===== config.mk =====
export PLATFORM = sky130hd
export DESIGN_NAME = fetch_pc_ctrl_flat
export DESIGN_NICKNAME = d
export VERILOG_FILES = /design/src/rtl/fetch_pc_ctrl_if.sv /design/src/rtl/fetch_pc_ctrl.sv /design/src/flat_wrapper.sv
export SDC_FILE = /design/constraint.sdc
export NUM_CORES = 1
export LEC_CHECK = 0
export CORE_MARGIN = 2
export CORE_UTILIZATION = 30
export CTS_BUF_LIST = sky130_fd_sc_hd__clkbuf_8
export DETAILED_ROUTE_END_ITERATION = 10
export HOLD_SLACK_MARGIN = 0.06
export SETUP_SLACK_MARGIN = 0.5
export SYNTH_ARGS = -nofsm -noshare
export SYNTH_HDL_FRONTEND = slang
export SYNTH_SLANG_ARGS = --single-unit

===== constraint.sdc =====
create_clock -name clk -period 3.1 [get_ports clk]
set_input_delay 0.465 -clock clk [delete_from_list [all_inputs] [get_ports clk]]
set_output_delay 0.465 -clock clk [all_outputs]
set_load 0.005 [all_outputs]

===== src/rtl/fetch_pc_ctrl_if.sv =====
// Bus between the IF-stage sequencer and the rest of the pipeline.
// master: the pipeline side that supplies hazard and memory inputs.
// slave: the sequencer, which owns the PC and the stall/flush controls.
interface fetch_pc_ctrl_if #(
  parameter int CNT_W = 32
);
  logic             ijmpMem;
  logic [31:0]      jmpTarget;
  logic             imemReady;
  logic [31:0]      IFIDIR;
  logic [31:0]      IDEXIR;
  logic [31:0]      PC;
  logic             stall;
  logic             bubble;
  logic             flush;
  logic             fetchErr;
  logic [CNT_W-1:0] stallCnt;
  logic [CNT_W-1:0] flushCnt;

  modport master (
    output ijmpMem, jmpTarget, imemReady, IFIDIR, IDEXIR,
    input  PC, stall, bubble, flush, fetchErr, stallCnt, flushCnt
  );

  modport slave (
    input  ijmpMem, jmpTarget, imemReady, IFIDIR, IDEXIR,
    output PC, stall, bubble, flush, fetchErr, stallCnt, flushCnt
  );
endinterface


===== src/rtl/fetch_pc_ctrl.sv =====
// IF-stage sequencer: owns the PC, stalls on load-use hazards and slow
// instruction memory, and redirects on jumps resolved in MEM. Tracks how
// long the memory has been stalling (sticky timeout error), and keeps
// saturating perf counters for stall and flush cycles.
module fetch_pc_ctrl #(
  parameter logic [31:0] RESET_PC     = 32'h0000_0000,
  parameter int          MISS_TIMEOUT = 16,
  parameter int          CNT_W        = 32
) (
  input  logic          clk,
  input  logic          reset,
  fetch_pc_ctrl_if.slave bus
);

  localparam int MC_W = $clog2(MISS_TIMEOUT + 1);
  localparam logic [MC_W-1:0] MISS_TO  = MC_W'(MISS_TIMEOUT);
  localparam logic [MC_W-1:0] MISS_ONE = MC_W'(1);

  localparam logic [5:0] OP_RTYPE = 6'b000000;
  localparam logic [5:0] OP_LW    = 6'b100011;
  localparam logic [5:0] OP_SW    = 6'b101011;
  localparam logic [5:0] OP_BEQ   = 6'b000100;

  typedef enum logic {RUN, MISS} state_t;

  state_t           state_q,     state_d;
  logic [31:0]      pc_q,        pc_d;
  logic [MC_W-1:0]  miss_cnt_q,  miss_cnt_d;
  logic             fetch_err_q, fetch_err_d;
  logic [CNT_W-1:0] stall_cnt_q, stall_cnt_d;
  logic [CNT_W-1:0] flush_cnt_q, flush_cnt_d;

  logic [5:0] ex_op, id_op;
  logic [4:0] ex_rt, id_rs, id_rt;
  logic       id_reads_rt;
  logic       load_use;
  logic       stall;

  // The opcode and register fields are all the hazard check needs; the rest
  // of each instruction word is ignored.
  logic unused_ir;
  assign unused_ir = ^{bus.IDEXIR[25:21], bus.IDEXIR[15:0], bus.IFIDIR[15:0]};

  assign ex_op = bus.IDEXIR[31:26];
  assign ex_rt = bus.IDEXIR[20:16];
  assign id_op = bus.IFIDIR[31:26];
  assign id_rs = bus.IFIDIR[25:21];
  assign id_rt = bus.IFIDIR[20:16];

  // Load-use hazard: a lw in EX writes a register the ID instruction reads.
  // rt is only a source for R-type, sw and beq; $0 never creates a hazard.
  always_comb begin
    id_reads_rt = (id_op == OP_RTYPE) || (id_op == OP_SW) || (id_op == OP_BEQ);
    load_use    = (ex_op == OP_LW) && (ex_rt != 5'd0) &&
                  ((ex_rt == id_rs) || (id_reads_rt && (ex_rt == id_rt)));
  end

  // A jump in MEM wins over everything: it squashes younger work, so there
  // is no point stalling for a hazard or waiting on the old fetch.
  assign stall      = !bus.ijmpMem && (load_use || !bus.imemReady);
  assign bus.stall  = stall;
  assign bus.bubble = stall;
  assign bus.flush  = bus.ijmpMem;

  // Next PC, miss tracking FSM, sticky error and perf counters.
  always_comb begin
    pc_d        = pc_q;
    state_d     = state_q;
    miss_cnt_d  = miss_cnt_q;
    stall_cnt_d = stall_cnt_q;
    flush_cnt_d = flush_cnt_q;

    if (bus.ijmpMem)  pc_d = bus.jmpTarget;
    else if (!stall)  pc_d = pc_q + 32'd4;

    case (state_q)
      RUN: begin
        if (!bus.ijmpMem && !bus.imemReady) begin
          state_d    = MISS;
          miss_cnt_d = MISS_ONE;
        end
      end
      MISS: begin
        if (bus.ijmpMem || bus.imemReady) begin
          state_d    = RUN;
          miss_cnt_d = '0;
        end else if (miss_cnt_q != MISS_TO) begin
          miss_cnt_d = miss_cnt_q + MISS_ONE;
        end
      end
      default: begin
        state_d    = RUN;
        miss_cnt_d = '0;
      end
    endcase

    fetch_err_d = fetch_err_q || (miss_cnt_d == MISS_TO);

    if (stall && (stall_cnt_q != '1))
      stall_cnt_d = stall_cnt_q + CNT_W'(1);
    if (bus.ijmpMem && (flush_cnt_q != '1))
      flush_cnt_d = flush_cnt_q + CNT_W'(1);
  end

  // All sequencer state, cleared immediately on reset.
  always_ff @(posedge clk or posedge reset) begin
    if (reset) begin
      pc_q        <= RESET_PC;
      state_q     <= RUN;
      miss_cnt_q  <= '0;
      fetch_err_q <= 1'b0;
      stall_cnt_q <= '0;
      flush_cnt_q <= '0;
    end else begin
      pc_q        <= pc_d;
      state_q     <= state_d;
      miss_cnt_q  <= miss_cnt_d;
      fetch_err_q <= fetch_err_d;
      stall_cnt_q <= stall_cnt_d;
      flush_cnt_q <= flush_cnt_d;
    end
  end

  assign bus.PC       = pc_q;
  assign bus.fetchErr = fetch_err_q;
  assign bus.stallCnt = stall_cnt_q;
  assign bus.flushCnt = flush_cnt_q;

endmodule


===== src/flat_wrapper.sv =====
// flat-port wrapper written by rule: the top's interface ports become plain ports
module fetch_pc_ctrl_flat 
#(
  parameter logic [31:0] RESET_PC     = 32'h0000_0000,
  parameter int          MISS_TIMEOUT = 16,
  parameter int          CNT_W        = 32
)
  (clk, reset, bus_ijmpMem, bus_jmpTarget, bus_imemReady, bus_IFIDIR, bus_IDEXIR, bus_PC, bus_stall, bus_bubble, bus_flush, bus_fetchErr, bus_stallCnt, bus_flushCnt);
  fetch_pc_ctrl_if #(.CNT_W(CNT_W)) bus_i ();
  input  logic clk;
  input  logic reset;
  input wire logic [$bits(bus_i.ijmpMem)-1:0] bus_ijmpMem;
  input wire logic [$bits(bus_i.jmpTarget)-1:0] bus_jmpTarget;
  input wire logic [$bits(bus_i.imemReady)-1:0] bus_imemReady;
  input wire logic [$bits(bus_i.IFIDIR)-1:0] bus_IFIDIR;
  input wire logic [$bits(bus_i.IDEXIR)-1:0] bus_IDEXIR;
  output wire logic [$bits(bus_i.PC)-1:0] bus_PC;
  output wire logic [$bits(bus_i.stall)-1:0] bus_stall;
  output wire logic [$bits(bus_i.bubble)-1:0] bus_bubble;
  output wire logic [$bits(bus_i.flush)-1:0] bus_flush;
  output wire logic [$bits(bus_i.fetchErr)-1:0] bus_fetchErr;
  output wire logic [$bits(bus_i.stallCnt)-1:0] bus_stallCnt;
  output wire logic [$bits(bus_i.flushCnt)-1:0] bus_flushCnt;
  assign bus_i.ijmpMem = bus_ijmpMem;
  assign bus_i.jmpTarget = bus_jmpTarget;
  assign bus_i.imemReady = bus_imemReady;
  assign bus_i.IFIDIR = bus_IFIDIR;
  assign bus_i.IDEXIR = bus_IDEXIR;
  assign bus_PC = bus_i.PC;
  assign bus_stall = bus_i.stall;
  assign bus_bubble = bus_i.bubble;
  assign bus_flush = bus_i.flush;
  assign bus_fetchErr = bus_i.fetchErr;
  assign bus_stallCnt = bus_i.stallCnt;
  assign bus_flushCnt = bus_i.flushCnt;
  fetch_pc_ctrl #(.RESET_PC(RESET_PC), .MISS_TIMEOUT(MISS_TIMEOUT), .CNT_W(CNT_W)) u_core (.clk(clk), .reset(reset), .bus(bus_i));
endmodule

==> flow_summary.json, run 1 <==
{
  "drtAntennaViolNets": 0,
  "grt-ovfl-total": 0,
  "required_ps": 2630,
  "via_per_inst": 5.09,
  "drcViolationCount": 0,
  "regToRegStartpoint": "u_core.bus.PC[2]",
  "syn-mean-instance-area_um2": 9.45,
  "track_usage_pct": 16.0,
  "antenna_found_initial": 0,
  "synth_ff_type": "dfrtp_1",
  "finClkSkew_ps": 13.0,
  "die_h_um": 141,
  "maxCapViolCount": 0,
  "cts_sinks": 103,
  "end_kind": "output pin",
  "ys_types": 57,
  "yosysTopAreaCell": "dfrtp_1",
  "core_area_um2": 18500,
  "critPathSlowestCell": "or4_1",
  "min_path_type": "input port to async pin",
  "synth_largest_type_area_fraction_pct": 45.9,
  "critPathMaxStageDelay_ps": 510,
  "leakage_nw": 3.12,
  "rsz0062_at_grt": "no",
  "grt_max_degree": 67,
  "tritoncts": "yes",
  "syn_inst": 594,
  "worst_ep_arrival_time_ps": 2050,
  "cts.clk_slew.worst_paths_ps": 100,
  "finalHoldViolations": 0,
  "met1_length_um": 7790,
  "synth_seq_cells": 103,
  "worst_ir_drop_vdd_mv": 0.180,
  "h-tree-depth": 3,
  "vias": 5074,
  "pin_count": 200,
  "synth_edf_count": 0,
  "synthTopCellsByArea": "dfrtp_1 46%, xnor2_1 8.0%, nand3_1 4.9%",
  "nets": 862,
  "grt_pass1_vias": 4715,
  "path_cells": "clkdlybuf4s50_1 > or4_1 > o21ai_0 > nand4_1 > nand3_2 > buf_6 > buf_6",
  "crit_top_cell": "buf_6",
  "crit_fanout": 3,
  "syn_area_um2": 5610,
  "dr.pass1.iters": 4,
  "p_total_mw": 3.36,
  "insertedDiodeCount": 0,
  "fin_setup_tns_ps": 0,
  "final_util_pct": 42.0,
  "tightestPinTransition_ps": 697,
  "drt_iter0_markers": 303,
  "grt_pass1_wl_um": 25600,
  "clock_path_buffers": 2,
  "gp_congestion": 0.828,
  "finalCriticalPeriod_ps": 2510,
  "dpl.hpwl_um": 11300,
  "fin_crit_sh_pct": 81.0,
  "start_kind": "input port",
  "async_reset_ff_share_pct": 100,
  "cts_buffers": 9,
  "maxSlewViolCount": 0,
  "wl_met3_um": 885,
  "die_w_um": 141,
  "yosys_warnings": 0,
  "p_per_area_nw_per_um2": 432,
  "setup_violations": 0,
  "topRoutingLayerUsed": "met4",
  "ys_seq_area_share_pct": 45.9,
  "syn_to_final_growth_pct": 38.6,
  "rows": 50,
  "drt_wl_total_um": 15700,
  "crit_type": "input port to output pin",
  "clock_latency_ps": 390,
  "io_buffers": 162,
  "die-area_um2": 19800,
  "status": "finished, final reports clean",
  "syn_nets": 699,
  "startpoint": "bus_IFIDIR[27]",
  "max_freq_mhz": 398,
  "cts_root_buffer": "clkbuf_8",
  "initial_core_util_pct": 30.3,
  "slew_headroom_pct": 53.5,
  "wl_met2_um": 6770,
  "drive_above_1_share_pct": 7.09,
  "avgRoutedWirePerCell_um": 15.8
}
registers in the layout, summed over array words and instances (netlist names):
register,count
u_core.bus.PC,32
u_core.bus.fetchErr,1
u_core.bus.flushCnt,32
u_core.bus.stallCnt,32
u_core.miss_cnt_q,5
u_core.state_q,1
cells by family (layout without fill, tap and decap cells):
family                     Yosys count  in the layout  share of synthesized area [%]
and+or+nand+nor                    260            260                           25.4
AOI/OAI and AO/OA                  110            110                           11.9
DFF                                103            103                           45.9
xor gates and xnor gates            73             73                           11.4
buffers and inverters               38            206                           3.21
adders and majority gates            5              5                           1.11
muxes                                5              5                           1.05
power breakdown:
| group | switching [mW] | leakage (nW) | internal (mW) | total (mW) |
|---|---|---|---|---|
| clock network | 0.492 | 0.116 | 0.475 | 0.967 |
| logic | 0.283 | 1.67 | 0.451 | 0.734 |
| registers | 0.182 | 1.34 | 1.48 | 1.66 |
| total | 0.958 | 3.12 | 2.40 | 3.36 |
worst paths after layout:
kind,cells past startpoint,to,slack [ps]
max,7,bus_stall,590
min,2,u_core.bus.flushCnt[24],490
max reg2reg,7,u_core.bus.PC[31],810
min reg2reg,2,u_core.bus.fetchErr,490
max in group asynchronous,3,u_core.bus.PC[24],1860
min in group clk,2,u_core.bus.fetchErr,490
timing repair:
item	CTS	global route
pin swaps	3	5
setup buffers	1	1
hold buffers	0	0
gates resized for setup	8	11
endpoints found under the setup margin	4	12
cells in the final DEF, fill, tap and decap left out, types with 4 or more instances in the layout:
master	netlist	layout
a21oi_1	31	31
a31oi_1	4	4
a32oi_1	4	4
and2_1	7	7
and3_1	25	24
and4_1	10	10
buf_4	2	13
clkbuf_8	0	10
clkdlybuf4s50_1	0	156
dfrtp_1	103	103
ha_1	5	5
inv_1	12	11
nand2_1	41	41
nand3_1	55	55
nand3b_1	4	4
nand4_1	25	25
nor2_1	45	45
nor3_1	15	15
nor4_1	9	7
nor4_2	2	4
o21ai_0	40	40
o22a_1	6	6
or2_2	4	4
xnor2_1	51	51
xor2_1	22	22
routing by layer:
metal	global-route usage (%)	vias to the layer above
met5	0	-
met3	2.99	17
met2	23.4	148
met4	5.63	0
li1	-	2474
met1	23.7	2435
cell usage after synthesis (2+ instances only):
cell type / instances
and3_1: 25
buf_6: 3
o22a_1: 6
nor4bb_1: 2
nor4_1: 9
a21oi_1: 31
or4_1: 2
mux2_2: 2
o31ai_1: 2
o2bb2ai_1: 3
a31oi_1: 4
ha_1: 5
a21o_1: 2
inv_1: 12
a32oi_1: 4
dfrtp_1: 103
nor4_2: 2
clkbuf_1: 14
o21bai_1: 2
xnor2_1: 51
o2111ai_1: 2
nor4b_1: 2
a2bb2oi_1: 2
and2_1: 7
nand3_1: 55
nor3_1: 15
nand2b_1: 2
and4_1: 10
nor2_1: 45
xor2_1: 22
a22oi_1: 3
o21a_1: 2
o21ai_0: 40
nand3b_1: 4
nand4_1: 25
buf_4: 2
nand2_1: 41
or2_2: 4
buf_2: 6
o22ai_1: 2
nor3b_1: 3
layout make-up:
cell class	count	area, µm²
tap	234	293
inverter	12	48.8
fill	1828	10700
multi-input combinational	453	2880
sequential	103	2580
clock inverter	6	83.8
timing repair buffer	178	1760
clock buffer	10	138
per-stage QoR:
stage	hold WS (ps)	instances	area (µm²)	setup slack, ps
final	486	996	7780	590
after global routing	503	996	7780	505
after CTS	486	995	7740	477
after detailed placement	458	978	7510	19.4
after global placement	452	978	7510	3.46
after floorplan	454	594	5620	532
critical path: cells and delay by family:
kind	cells	cell delay (ps)
buffers and inverters	3	640
and+or+nand+nor	3	830
AOI/OAI and AO/OA	1	110
No activity file was read; power rests on OpenSTA's default activity.
==> inputs of run 2 (changes only) <==
clock period = 2 ns   (was 3.1 ns; I/O delays follow)
==> run 2 against run 1 <==
Compared with the run above: the flow now finishes with violations (negative setup slack); sequential cell count did not move; count of clock-buffer cells in the layout did not move; total power rose by 76%; clock power rose by 39%; hold slack got worse by 170 ps; final area rose by 36%; via count rose by 21%; sequential power rose by 49%; first-iteration DRC count rose by 18%; worst setup slack got worse by 620 ps; critical path type is now input port to flip-flop; combinational power rose to 2.9 times the previous value.
==> flow_summary.json, run 2 (same netlist as run 1, synthesis figures left out) <==
{
  "tritoncts": "yes",
  "h-tree-depth": 3,
  "clock_path_buffers": 2,
  "gp_congestion": 0.827,
  "required_ps": 2300,
  "syn_to_final_growth_pct": 89.1,
  "comb_power_share_pct": 35.7,
  "seqPwrFrac_pct": 41.7,
  "drtAntennaViolNets": 0,
  "drive_above_1_share_pct": 44.7,
  "rsz0062_at_grt": "yes",
  "final_cell_mix": "144 x buf_4, 93 x dfrtp_1, 77 x buf_6",
  "leakage_nw": 4.92,
  "avgRoutedWirePerCell_um": 16.2,
  "track_usage_pct": 19.2,
  "finalCriticalPeriod_ps": 2030,
  "grt_max_degree": 69,
  "die_w_um": 141,
  "placed_cell_area_um2": 8280,
  "pin_count": 200,
  "finClkSkew_ps": 12.3,
  "io_buffers": 162,
  "p_int_mw": 4.15,
  "clock_latency_ps": 380,
  "regToRegStartpoint": "u_core.bus.stallCnt[8]",
  "p_total_mw": 5.93,
  "clkPwrFrac_pct": 22.6,
  "rrSetupSlack_ps": 70,
  "setup_violations": 14,
  "min_path_type": "input port to async pin",
  "worst_ep_arrival_time_ps": 2330,
  "grt_pass1_wl_um": 30700,
  "place_inst": 1048,
  "rr_endpoint": "u_core.bus.stallCnt[16]",
  "die-area_um2": 19800,
  "crit_fanout": 5,
  "core_area_um2": 18500,
  "end_kind": "flip-flop",
  "switching_power_mw": 1.78,
  "crit_type": "input port to flip-flop",
  "violations": "negative setup slack",
  "p_sw_share_pct": 30.1,
  "via_per_inst": 5.07,
  "p_per_area_nw_per_um2": 559,
  "start_kind": "input port",
  "dpl.hpwl_um": 12100,
  "fin_crit_sh_pct": 101,
  "drt_wl_total_um": 19700,
  "cts_sinks": 103,
  "tightestPinTransition_ps": 710,
  "cts_root_buffer": "clkbuf_8",
  "antenna_found_initial": 0,
  "worst_ir_drop_vdd_mv": 0.528,
  "dr.pass1.iters": 5,
  "initial_core_util_pct": 30.3,
  "die_h_um": 141,
  "cts.clk_slew.worst_paths_ps": 100,
  "max_freq_mhz": 493,
  "grt_pass1_vias": 5952,
  "dp_slack_ps": -879,
  "finalHoldViolations": 0,
  "final_common_cell": "buf_4",
  "fin_area_um2": 10600,
  "slew_headroom_pct": 52.7,
  "layout_setup_ws_ps": -28.3,
  "drcViolationCount": 0,
  "drt_iter0_markers": 359,
  "vias": 6147,
  "cts_buffers": 9,
  "final_util_pct": 57.3,
  "final_cells": 1213,
  "insertedDiodeCount": 0,
  "grt-ovfl-total": 0,
  "maxCapViolCount": 0,
  "nets": 1079,
  "rows": 50,
  "maxSlewViolCount": 0,
  "r2r_cells": 7,
  "status": "complete, but fails checks"
}
-- run 2: timing repair --
action                                 in CTS  in global routing
buffers inserted                          108                 32
gates resized for setup                   345                181
hold buffers                                0                  0
pin swaps                                  60                 66
cloned                                      7                  2
endpoints found under the hold margin       0                  0
setup endpoints to repair                 194                145
-- run 2: worst max path at each step --
stage / startpoint / to / slack, ps / cells after the start
after floorplan: bus_ijmpMem / bus_stall / 20 / 8
after global placement: bus_IDEXIR[30] / bus_stall / -830 / 6
after detailed placement: bus_IDEXIR[30] / bus_stall / -880 / 6
after CTS: bus_ijmpMem / bus_stall / -100 / 7
after global routing: bus_IDEXIR[30] / u_core.bus.PC[28] / -120 / 12
final: bus_IDEXIR[30] / u_core.bus.PC[26] / -30 / 12
-- run 2: layout make-up --
type	instances	area, µm²
flip-flops and latches	103	2590
multi-input cells	453	3690
fillers	1625	7900
inverters	12	51.3
well taps	234	293
clock buffers	10	138
clock inverters	6	53.8
repair buffers	395	3800
-- run 2: worst max-delay path: stages --
cell	delay (ps)
buf_6	90
or4b_4	560
a211oi_4	200
nand4_1	190
nand3_4	140
buf_8	130
buf_8	110
buf_12	130
buf_12	100
buf_16	110
o21bai_1	110
o2bb2ai_1	140
-- run 2: per-layer routing --
metal  track usage [%]  share of wire (%)  up-vias
li1                  -                  -     2927
met1              25.6                 42     2993
met4              5.00                1.6        0
met5                 0                  0        -
met3              3.60                6.1       23
met2              32.3                 50      204
-- run 2: power groups by stage --
stage	Clock, mW	Combinational (mW)	Sequential, mW
3_5_place_dp	0	1.49	2.54
5_1_grt	1.48	2.29	2.50
6_report	1.34	2.12	2.47
3_3_place_gp	0	1.48	2.54
2_1_floorplan	0	0.526	2.57
4_1_cts	1.39	1.90	2.46
-- run 2: stage by stage --
step	TNS [ps]	hold slack, ps
3_5_place_dp	-45520	456
2_1_floorplan	0	452
3_3_place_gp	-41720	453
5_1_grt	-3310	332
4_1_cts	-2340	327
6_report	-173	312
